[src/rtl/piso_serializer.sv]
// piso_serializer: parametrised parallel-in/serial-out shifter with load handshake, stall, bit counter and done pulse; define PISO_PARITY_EN to append an even-parity bit to each frame
module piso_serializer #(
  parameter int WIDTH     = 10,
  parameter bit LSB_FIRST = 1'b0
) (
  input  logic                          Clock,
  input  logic                          rst,
  input  logic [WIDTH-1:0]              data,
  input  logic                          load_valid,
  output logic                          load_ready,
  input  logic                          shift_en,
  input  logic                          sIn,
  output logic                          sOut,
  output logic                          sOut_valid,
  output logic                          busy,
  output logic [$clog2(WIDTH+2)-1:0]    bit_cnt,
  output logic                          done
);
  localparam int CW = $clog2(WIDTH + 2);
`ifdef PISO_PARITY_EN
  localparam int FRAME = WIDTH + 1;
`else
  localparam int FRAME = WIDTH;
`endif
  typedef enum logic {IDLE, SHIFT} state_t;
  state_t           state, state_n;
  logic [WIDTH-1:0] shreg, shreg_n;
  logic [CW-1:0]    cnt_n;
  logic             last, load, head;
  assign busy       = state == SHIFT;
  assign sOut_valid = busy;
  assign last       = busy && bit_cnt == CW'(1) && shift_en;
  assign load_ready = !busy || last;
  assign load       = load_valid && load_ready;
  assign head       = LSB_FIRST ? shreg[0] : shreg[WIDTH-1];
`ifdef PISO_PARITY_EN
  logic par;
  assign sOut = busy && (bit_cnt == CW'(1) ? par : head);
  // latch even parity of each accepted word; it is sent once the data bits are exhausted
  always_ff @(posedge Clock) begin
    if (rst) par <= 1'b0;
    else if (load) par <= ^data;
  end
`else
  assign sOut = busy && head;
`endif
  // next state: a load (including the back-to-back case) beats finishing, which beats shifting
  always_comb begin
    state_n = state;
    shreg_n = shreg;
    cnt_n   = bit_cnt;
    if (load) begin
      state_n = SHIFT;
      shreg_n = data;
      cnt_n   = CW'(FRAME);
    end else if (last) begin
      state_n = IDLE;
      cnt_n   = '0;
    end else if (busy && shift_en) begin
      shreg_n = LSB_FIRST ? {sIn, shreg[WIDTH-1:1]} : {shreg[WIDTH-2:0], sIn};
      cnt_n   = bit_cnt - CW'(1);
    end
  end
  // state register; done is the registered last-bit strobe so it lands one cycle after consumption
  always_ff @(posedge Clock) begin
    if (rst) begin
      state   <= IDLE;
      shreg   <= '0;
      bit_cnt <= '0;
      done    <= 1'b0;
    end else begin
      state   <= state_n;
      shreg   <= shreg_n;
      bit_cnt <= cnt_n;
      done    <= last;
    end
  end
endmodule

[config.mk]
export PLATFORM = sky130hd
export DESIGN_NAME = piso_serializer
export DESIGN_NICKNAME = d
export VERILOG_FILES = /design/src/rtl/piso_serializer.sv
export SDC_FILE = /design/constraint.sdc
export NUM_CORES = 1
export LEC_CHECK = 0
export BUFFER_PORTS_ARGS = -buffer_cell sky130_fd_sc_hd__buf_2
export CAP_MARGIN = 20
export CORE_MARGIN = 2
export CORE_UTILIZATION = 50
export DETAILED_ROUTE_END_ITERATION = 10
export GPL_ROUTABILITY_DRIVEN = 0
export PLACE_DENSITY = 0.82
export SYNTH_ARGS = -nofsm -noshare
export SYNTH_HDL_FRONTEND = slang
export SYNTH_SLANG_ARGS = --single-unit
[constraint.sdc]
create_clock -name Clock -period 1.95 [get_ports Clock]
set_input_delay 0.195 -clock Clock [delete_from_list [all_inputs] [get_ports Clock]]
set_output_delay 0.195 -clock Clock [all_outputs]
set_load 0.05 [all_outputs]
* After elaboration in Yosys (flattened, before gate mapping)
Cells that the tools add are included.
Operators by class: add/sub/neg operators 1, multiply operators 0, div/mod/pow operators 0, magnitude comparators 0, equal/unequal tests 2, shift operators 0, mux-type cells 8, bitwise gates (word level) 0, reductions and logical operators 12
Operators with widths (count):
- $mux W10 | 3
- $mux W4 | 3
- $logic_and A1 B1 Y1 | 5
- $eq A4 B1 Y1 const B | 1
- $reduce_bool A2 Y1 | 2
- $sub A4 B1 Y4 const B | 1
- $reduce_bool A3 Y1 | 1
- $reduce_or A3 Y1 | 1
- $mux W1 | 2
- $ne A2 B1 Y1 const B | 1
- $reduce_and A2 Y1 | 1
- $logic_not A1 Y1 | 1
- $logic_or A1 B1 Y1 | 1
Word-level totals: bits in registers 16, latch bits 0, memory bits (writable) 0, memory bits (read-only) 0, bits of input ports 15, memories 0

* Depth between registers and ports, before layout
Gate-level depths: netlist (run 1).
depth in word-level cells 7, mapped depth 7, depth with buffers taken out 5

* Least setup slack after synthesis (run 1)
No wires, ideal clock.
kind reg-to-reg, start register bit_cnt[0], end register state, in the netlist busy, library setup time 142 ps, arrival 2132 ps, required time 1808 ps, slack -324 ps, cell stages (with the launch flop) 7, path buffers 2, period minus slack after synthesis 2274 ps, cell sequence dfxtp_1 -> ha_1 -> or3b_1 -> buf_6 -> buf_12 -> o21ai_2 -> a21oi_1
Between the ends: longest elaborated chain between the ends 6
RTL lines:
- start: declaration | RTL line 16 | output logic [$clog2(WIDTH+2)-1:0] bit_cnt,
- start signal: assignment | RTL line 74 | bit_cnt <= cnt_n;
- $eq A4 B1 Y1 * | RTL line 32 | assign last = busy && bit_cnt == CW'(1) && shift_en;
- $logic_and A1 B1 Y1 * (2 in series) | RTL line 32
- $logic_or A1 B1 Y1 * | RTL line 33 | assign load_ready = !busy || last;
- net load_ready | RTL line 10 | output logic load_ready,
- $logic_and A1 B1 Y1 * | RTL line 34 | assign load = load_valid && load_ready;
- $mux W1 / $reduce_bool A2 Y1 (equally long branches)
- end signal: assignment | RTL line 72 | state <= state_n;
- end: declaration | RTL line 26 | state_t state, state_n;
Mark *: on every way through the listed nets, which the timed path passes. The rest lies on a longest branch. A chain may end at the register's enable or synchronous reset.

* Worst setup path after layout (run 1)
start register bit_cnt[1], end output load_ready
Between the ends: longest elaborated chain between the ends 4
RTL lines (RTL line):
- $eq A4 B1 Y1 | 32
- $logic_and A1 B1 Y1 (2 in series) | 32
- $logic_or A1 B1 Y1 | 33
- end: declaration | 10
Every way passes these cells.

==> results of run 1 <==
==> kinds of logic (layout without fill, tap and decap cells) <==
| group | Yosys count | count (layout) |
|---|---|---|
| AND/OR/NAND/NOR | 37 | 37 |
| multiplexers | 2 | 2 |
| adder cells (fa/ha/maj) | 2 | 2 |
| buffers and inverters | 21 | 44 |
| AO/OA/AOI/OAI | 29 | 29 |
| flip-flops | 16 | 16 |
==> critical path: cells and delay by family (launching register included) <==
kind / cells / cell delay, ns
simple gates: 1 / 0.43
flops: 1 / 0.34
buf+inv: 2 / 0.25
fa+ha+maj: 1 / 0.18
compound gates: 1 / 0.18
==> cell usage after synthesis (3+ instances only) <==
library cell                number  area [µm²]
sky130_fd_sc_hd__buf_2           3        15.0
sky130_fd_sc_hd__a21oi_1         3        15.0
sky130_fd_sc_hd__o21bai_1       10        75.1
sky130_fd_sc_hd__inv_1          14        52.6
sky130_fd_sc_hd__a2111oi_0       8        70.1
sky130_fd_sc_hd__dfxtp_1        16         320
sky130_fd_sc_hd__nand3_1         3        15.0
sky130_fd_sc_hd__nor3_1         23         115
sky130_fd_sc_hd__nand2_1         3        11.3
==> what timing repair did <==
action	in CTS	in global routing
setup endpoints to repair	1	1
hold buffers	0	0
pin swaps	0	1
hold endpoints to repair	0	0
resized for setup	2	3
==> flip-flops by register name, summed over array words and instances (netlist names) <==
name	count
done	1
shreg	10
bit_cnt	4
busy	1
==> layer usage <==
layer | wire length, µm | global-route usage [%]
met1 | 1000 | 29.4
met2 | 1050 | 37.8
met3 | 130 | 3.85
met4 | 37 | 13.3
met5 | 0 | 0
==> through the flow <==
stage                     total power, mW  utilization, %  area [µm²]  cells  setup slack [ns]
after floorplan                     0.522               -         923    107            0.0180
after global placement              0.567            59.9        1030    151             0.282
after detailed placement            0.575            59.9        1030    151             0.222
after CTS                           0.799            62.3        1080    155            0.0324
after global routing                0.833            62.7        1080    155            0.0344
final                               0.802            62.7        1080    155            0.0919
==> area by class of cell <==
class	count	area (µm²)	area share (%)
tap	25	31.3	2.89
clock buffer	4	36.3	3.35
sequential	16	323	29.8
timing repair buffer	26	144	13.3
inverter	14	52.6	4.86
multi-input combinational	70	495	45.8
==> power by group through the flow <==
stage / combinational [mW] / sequential [mW] / clock, mW
CTS: 0.193 / 0.378 / 0.229
global placement: 0.183 / 0.384 / 0
global route: 0.212 / 0.382 / 0.239
floorplan: 0.114 / 0.408 / 0
detailed placement: 0.190 / 0.385 / 0
finish: 0.193 / 0.378 / 0.231
==> final timing paths <==
kind,from,endpoint,slack [ns]
worst max-delay path,bit_cnt[1],load_ready,0.09
worst max register to register,bit_cnt[1],shreg[6],0.28
worst min register to register,shreg[9],shreg[9],0.46
worst min-delay path,data[2],shreg[2],0.20
==> impl_metrics.tcl, run 1 <==
set metrics [dict create \
    status "complete, no violations" \
    syn_inst 107 \
    area.growth.synth_to_final_pct 18.5 \
    post_synth_fa_ha_maj_area_fraction_pct 2.74 \
    synth-simple-area-share_pct 21.9 \
    total_die_area_um2 2180 \
    track_usage_pct 23.3 \
    p_int_mw 0.540 \
    power_frac_clock_pct 28.8 \
    synthXorXnorAreaFrac_pct 0 \
    timing.critical_path.slowest_cell_delay_ns 0.43 \
    power_leakage_nw 0.446 \
    pin_count_of_the_biggest_net_entering_global_routing 17 \
    synth_top_family_by_area "compound AO/OA/AOI/OAI gates" \
    layout.cells.most_common "sky130_fd_sc_hd__nor3_1" \
    synth_edf_count 0 \
    timing.max_cap.violations 0 \
    post_cts.repair.setup_buffers 0 \
    die_height_um 46.7 \
    cell_row_count 15 \
    grt_overflow 0 \
    ys_async_sr_fraction_pct 0 \
    worst_setup_path_start_kind "flop" \
    floorplan.initialDensity_pct 52.9 \
    mappedNetlistArea_um2 913 \
    cts.sinks 16 \
    drive_above_1_share_pct 30.0 \
    critPathSlowestCell "sky130_fd_sc_hd__or3b_4" \
    yosys_warnings 0 \
    drt_first_pass_iters 4 \
    worst_ir_drop_vdd_mv 0.501 \
    critical_path_peak_fanout 4 \
    synth-seq-area-share_pct 35.1 \
    routed_wire_length_per_instance_um 14.3 \
    maxSlewViolCount 0 \
    drt_drc_violations_left 0 \
    dr_total_vias 894 \
    max-slew-margin-rel_pct 64.4 \
    switching_share_pct 32.8 \
    post_synth_num_cell_types 28 \
    dieWidth_um 46.7 \
    power_frac_seq_pct 47.1 \
    first_global_vias 828 \
    worstHoldPathType "input pin to flop" \
    cp.required_ns 1.75 \
    cp_data_arrival_time_ns 1.66 \
    holdWs_ns 0.202 \
    crit_path_cell_trace "inv_2 > ha_2 > or3b_4 > o21ai_4 > buf_6" \
    final_total_negative_setup_slack_ns 0 \
    layout_common_cells "sky130_fd_sc_hd__nor3_1, sky130_fd_sc_hd__buf_2, sky130_fd_sc_hd__dfxtp_1" \
    grt_setup_unrepaired "false" \
    fillerInstances 160 \
    synth-compound-area-share_pct 26.0 \
    post-route-period-util_pct 95.3 \
    worstRegToRegCells 6 \
    final_antenna_net_count 0 \
    synth_ff_type "sky130_fd_sc_hd__dfxtp_1" \
    final.setup_skew_ns 0.0141 \
    wirelength_um 2220 \
    clk_pin_slew_worst_paths_ns 0.11 \
    detailedPlacementHpwl_um 1560 \
    cts-htree-levels 1 \
    core_area_um2 1730 \
    finalSetupViolCount 0 \
    root_buffer "sky130_fd_sc_hd__clkbuf_4" \
    tritoncts_clock_tree "yes" \
    postSynthNetCount 124 \
    diodes 0 \
    finalHoldViolCount 0 \
    antenna_found_initial 0 \
    ioPinCount 24 \
    cts_max_path_buffers 2 \
    ys_ff_latch 16 \
    cts-buffers-inserted 3 \
    comb_power_share_pct 24.1 \
    total_switching_power_mw 0.263 \
    finish.net_count 148 \
    min_delay_path_depth 3 \
    cellPowerDensity_nw_per_um2 741 \
    cp-end-kind "primary output" \
    timing.fmax_ghz 0.538 \
    setup.worst_path.class "flop to primary output" \
    drt_iter0_markers 7 \
    synthMuxAreaShare_pct 2.19 \
    grt_first_pass_wirelength_um 3640 \
    min_period_ns 1.86 \
    detail_route.vias_per_cell 5.77 \
    timing_worst_slew_pin_value_ns 0.532 \
    io_buffer_count 23 \
    clock_latency_ns 0.31 \
    postSynthAreaPerCell_um2 8.54 \
]
(Power assumes the default switching activity.)
==> run 2: changes to the inputs <==
==> constraint.sdc (replaced) <==
create_clock -name Clock -period 1.95 [get_ports Clock]
set_input_delay 0.39 -clock Clock [delete_from_list [all_inputs] [get_ports Clock]]
set_output_delay 0.39 -clock Clock [all_outputs]
set_load 0.05 [all_outputs]
==> run 2 against run 1 <==
Net effect:
- total power is 5.2% lower
- die area stayed put
- via count is 0.45% higher
- clock power is 22% lower
- maximum frequency is 4.3% lower
- flip-flop and latch count stayed put
- final cell count is 1.3% higher
- critical path depth stayed put
- sequential power hardly changed
- worst setup slack worse by 0.084 ns
==> impl_metrics.tcl, run 2 (synthesized netlist as in run 1, its figures left out) <==
set metrics [dict create \
    die_height_um 46.7 \
    worstReg2RegEnd "shreg[3]" \
    final_antenna_net_count 0 \
    timing_worst_slew_pin_value_ns 0.520 \
    final.setup_skew_ns 0.00164 \
    first_global_vias 827 \
    finish.net_count 150 \
    drive_above_1_share_pct 30.3 \
    drt_iter0_markers 22 \
    topRoutingLayerUsed "met4" \
    timing.fmax_ghz 0.515 \
    final_setup_margin_ns 0.00776 \
    cts_max_path_buffers 2 \
    layout.cells.most_common "sky130_fd_sc_hd__nor3_1" \
    cts-htree-levels 1 \
    ioPinCount 24 \
    met2_wirelength_um 1050 \
    total_switching_power_mw 0.251 \
    worstReg2RegStart "bit_cnt[1]" \
    worstRegToRegCells 6 \
    worstHoldPathType "input pin to flop" \
    place_worst_setup_slack_ns 0.145 \
    cell_row_count 15 \
    maxSlewViolCount 0 \
    floorplan.initialDensity_pct 52.9 \
    io_buffer_count 23 \
    clock_latency_ns 0.28 \
    detailedPlacementHpwl_um 1440 \
    comb_power_share_pct 26.6 \
    setup.worst_path.start "bit_cnt[1]" \
    power_frac_clock_pct 23.8 \
    layout_common_cells "sky130_fd_sc_hd__nor3_1, sky130_fd_sc_hd__buf_2, sky130_fd_sc_hd__dfxtp_1" \
    post-route-period-util_pct 99.6 \
    timing.max_cap.violations 0 \
    power_frac_seq_pct 49.7 \
    cts-buffers-inserted 3 \
    routed_wire_length_per_instance_um 13.7 \
    dieWidth_um 46.7 \
    setup.worst_path.class "flop to primary output" \
    grt_setup_unrepaired "true" \
    total_die_area_um2 2180 \
    timing.reg2reg.setup_slack_ns 0.21 \
    reg.largest.list "shreg (10), bit_cnt (4)" \
    antenna_found_initial 0 \
    cellPowerDensity_nw_per_um2 688 \
    critical_path_peak_fanout 3 \
    power_leakage_nw 0.453 \
    worst_ir_drop_vdd_mv 0.353 \
    final_total_negative_setup_slack_ns 0 \
    grt_first_pass_wirelength_um 3440 \
    tritoncts_clock_tree "yes" \
    max_flop_register "shreg" \
    fillerInstances 163 \
    area.growth.synth_to_final_pct 21.1 \
    cts.sinks 16 \
    cp.required_ns 1.56 \
    met3RoutedLength_um 92 \
    root_buffer "sky130_fd_sc_hd__clkbuf_4" \
    wirelength_um 2150 \
    diodes 0 \
    drt_first_pass_iters 4 \
    cts_hold_repair.buffers 0 \
    switching_share_pct 33.0 \
    dr_total_vias 898 \
    grt_overflow 0 \
    worstSetupEndpoint "load_ready" \
    status "complete, no violations" \
    core_area_um2 1730 \
    cp_data_arrival_time_ns 1.55 \
    finalHoldViolCount 0 \
    p_int_mw 0.510 \
    drt_drc_violations_left 0 \
    number_of_flip_flops_under_the_largest_register_name 10 \
    max-slew-margin-rel_pct 65.3 \
    pin_count_of_the_biggest_net_entering_global_routing 17 \
    detail_route.vias_per_cell 5.72 \
    finalSetupViolCount 0 \
    clk_pin_slew_worst_paths_ns 0.09 \
    detailed_route_wire_length_on_metal_1_um 966 \
    worst_setup_path_start_kind "flop" \
    cp-end-kind "primary output" \
    track_usage_pct 22.0 \
    min_period_ns 1.94 \
]
-- run 2: cell types whose count changed in the layout (fill, tap and decap cells not counted), sizes merged --
cell  change
buf       +2
-- run 2: power groups by stage --
stage	Clock (mW)	Sequential (mW)	Combinational (mW)
6_report	0.181	0.378	0.202
4_1_cts	0.190	0.377	0.200
3_3_place_gp	0	0.383	0.186
2_1_floorplan	0	0.409	0.116
5_1_grt	0.209	0.381	0.220
3_5_place_dp	0	0.384	0.190
-- run 2: worst min path at each step --
stage,start,end,slack (ns),depth (start not counted)
final,data[2],shreg[2],0.42,3
after floorplan,shreg[9],shreg[9],0.43,2
after global routing,data[6],shreg[6],0.42,3
after global placement,shreg[8],shreg[8],0.44,2
after CTS,data[2],shreg[2],0.41,3
after detailed placement,shreg[9],shreg[9],0.46,2
-- run 2: worst max-delay path, stage by stage (launching register included) --
cell	delay [ns]
sky130_fd_sc_hd__dfxtp_4	0.36
sky130_fd_sc_hd__inv_4	0.06
sky130_fd_sc_hd__ha_4	0.13
sky130_fd_sc_hd__or3b_4	0.40
sky130_fd_sc_hd__o21ai_4	0.15
sky130_fd_sc_hd__buf_6	0.17
-- run 2: area by class of cell --
class / instances / area, µm² / share of cell area, %
tap: 25 / 31.3 / 2.83
clock buffer: 4 / 26.3 / 2.38
sequential: 16 / 328 / 29.6
inverter: 14 / 55.1 / 4.98
timing repair buffer: 28 / 159 / 14.4
multi-input combinational: 70 / 507 / 45.8
-- run 2: metrics by stage --
step / std cells / power (mW) / utilization [%] / cell area (µm²) / hold WS [ns]
after detailed placement: 151 / 0.575 / 61.1 / 1050 / 0.457
after CTS: 157 / 0.767 / 64.0 / 1100 / 0.408
after global routing: 157 / 0.809 / 64.1 / 1110 / 0.420
after floorplan: 107 / 0.525 / - / 943 / 0.427
after global placement: 151 / 0.569 / 61.1 / 1050 / 0.443
final: 157 / 0.760 / 64.1 / 1110 / 0.418
-- run 2: timing repair --
| item | 4_1_cts | 5_1_grt |
|---|---|---|
| buffers inserted | 2 | 0 |
| resized for setup | 3 | 1 |
| endpoints found under the setup margin | 1 | 2 |
| pin swaps | 1 | 0 |
-- run 2: routing by layer --
layer,vias up,track usage [%]
met4,0,13.3
met5,-,0
met1,423,27.0
li1,439,-
met3,4,3.46
met2,32,36.4
==> run 3: changes to the inputs <==
Clock period 1.95 ns to 2 ns, I/O delays scaled along.
==> run 3 against run 2 <==
Net effect:
- sequential power shrank 3%
- clock skew grew 0.0016 ns
- first-iteration DRC count grew 27%
- sequential share of layout area shrank 0.23 points
==> impl_metrics.tcl, run 3 (synthesized netlist as in run 1, its figures left out) <==
set metrics [dict create \
    finish.net_count 150 \
    track_usage_pct 21.7 \
    worstHoldPathType "input pin to flop" \
    cts.sinks 16 \
    clk_pin_slew_worst_paths_ns 0.10 \
    cp.required_ns 1.60 \
    ioPinCount 24 \
    power_leakage_nw 0.460 \
    setup.worst_path.class "flop to primary output" \
    antenna_found_initial 0 \
    root_buffer "sky130_fd_sc_hd__clkbuf_4" \
    die_height_um 46.7 \
    cts-htree-levels 1 \
    grt_setup_unrepaired "true" \
    min_period_ns 1.98 \
    post-route-period-util_pct 98.9 \
    cell_row_count 15 \
    cts_hold_repair.buffers 0 \
    critical_path_peak_fanout 3 \
    grt_first_pass_wirelength_um 3430 \
    finalSetupViolCount 0 \
    io_buffer_count 23 \
    tritoncts_clock_tree "yes" \
    timing_worst_slew_pin_value_ns 0.506 \
    cp-end-kind "primary output" \
    cts_max_path_buffers 2 \
    min_delay_path_depth 3 \
    reg.largest.list "shreg (10), bit_cnt (4)" \
    worst_ir_drop_vdd_mv 0.414 \
    worstRegToRegCells 6 \
    max_flop_register "shreg" \
    detailed_route_wire_length_on_metal_1_um 985 \
    postLayoutCoreUtil_pct 64.6 \
    met3RoutedLength_um 108 \
    floorplan.initialDensity_pct 52.9 \
    status "complete, no violations" \
    grt_overflow 0 \
    core_area_um2 1730 \
    layout_common_cells "sky130_fd_sc_hd__nor3_1, sky130_fd_sc_hd__buf_2, sky130_fd_sc_hd__dfxtp_1" \
    wirelength_um 2160 \
    detailedPlacementHpwl_um 1450 \
    worst_setup_path_start_kind "flop" \
    diodes 0 \
    timing.max_cap.violations 0 \
    first_global_vias 794 \
    total_die_area_um2 2180 \
    cp_data_arrival_time_ns 1.58 \
    cellPowerDensity_nw_per_um2 696 \
    number_of_flip_flops_under_the_largest_register_name 10 \
    drive_above_1_share_pct 31.1 \
    max-slew-margin-rel_pct 66.2 \
    dieWidth_um 46.7 \
    routed_wire_length_per_instance_um 13.8 \
    cts-buffers-inserted 3 \
    clock_latency_ns 0.28 \
    layout.cells.most_common "sky130_fd_sc_hd__nor3_1" \
    topRoutingLayerUsed "met4" \
    finalHoldViolCount 0 \
    drt_first_pass_iters 4 \
    pin_count_of_the_biggest_net_entering_global_routing 17 \
    drt_iter0_markers 28 \
    timing.fmax_ghz 0.506 \
    timing.reg2reg.setup_slack_ns 0.25 \
    drt_drc_violations_left 0 \
    area.growth.synth_to_final_pct 22.1 \
    detail_route.vias_per_cell 5.64 \
    met2_wirelength_um 1060 \
    post_layout_total_power_mw 0.775 \
    final.setup_skew_ns 0.00323 \
    final_total_negative_setup_slack_ns 0 \
    maxSlewViolCount 0 \
    dr_total_vias 886 \
    final_antenna_net_count 0 \
]
==> run 3: cell counts in the layout (fill, tap and decap cells not counted) <==
No cell type changed its count.
==> run 3: cell type report <==
class	count	area, µm²
Inverter	14	55.1
Timing Repair Buffer	28	159
Sequential cell	16	328
Multi-Input combinational cell	70	505
Tap cell	25	31.3
Fill cell	156	612
Clock buffer	4	36.3
==> run 3: worst max-delay path: stages (launching register included) <==
cell,delay (ns)
sky130_fd_sc_hd__dfxtp_4,0.36
sky130_fd_sc_hd__inv_4,0.07
sky130_fd_sc_hd__ha_4,0.12
sky130_fd_sc_hd__or3b_4,0.39
sky130_fd_sc_hd__o21ai_4,0.17
sky130_fd_sc_hd__buf_6,0.17
==> run 3: timing repair <==
item | 4_1_cts | 5_1_grt
setup buffers | 0 | 2
endpoints found under the setup margin | 1 | 1
gates resized for setup | 5 | 1
pin swaps | 1 | 2
==> run 3: path summary, 6_finish.rpt <==
path,from,endpoint
setup / recovery,bit_cnt[1],load_ready
hold / removal,data[4],shreg[4]
setup reg to reg,bit_cnt[1],shreg[3]
hold reg to reg,shreg[9],shreg[9]
==> run 3: power by group <==
| group | switching [mW] | total (mW) | internal (mW) |
|---|---|---|---|
| Clock | 0.101 | 0.212 | 0.111 |
| Sequential | 0.0221 | 0.368 | 0.346 |
| Combinational | 0.124 | 0.196 | 0.0717 |
| Total | 0.247 | 0.775 | 0.528 |
==> run 3: per-layer routing <==
metal | GRT usage (%) | vias up
li1 | - | 437
met1 | 28.1 | 416
met2 | 35.6 | 31
met3 | 3.85 | 2
met4 | 9.44 | 0
met5 | 0 | -
==> run 3: per-stage QoR <==
stage	area, µm²	instances	setup WS [ns]	hold WS (ns)
global placement	1040	151	0.225	0.443
finish	1110	157	0.0226	0.438
CTS	1100	155	0.0251	0.435
detailed placement	1040	151	0.178	0.443
floorplan	928	107	0.00410	0.427
global route	1110	157	-0.0331	0.422
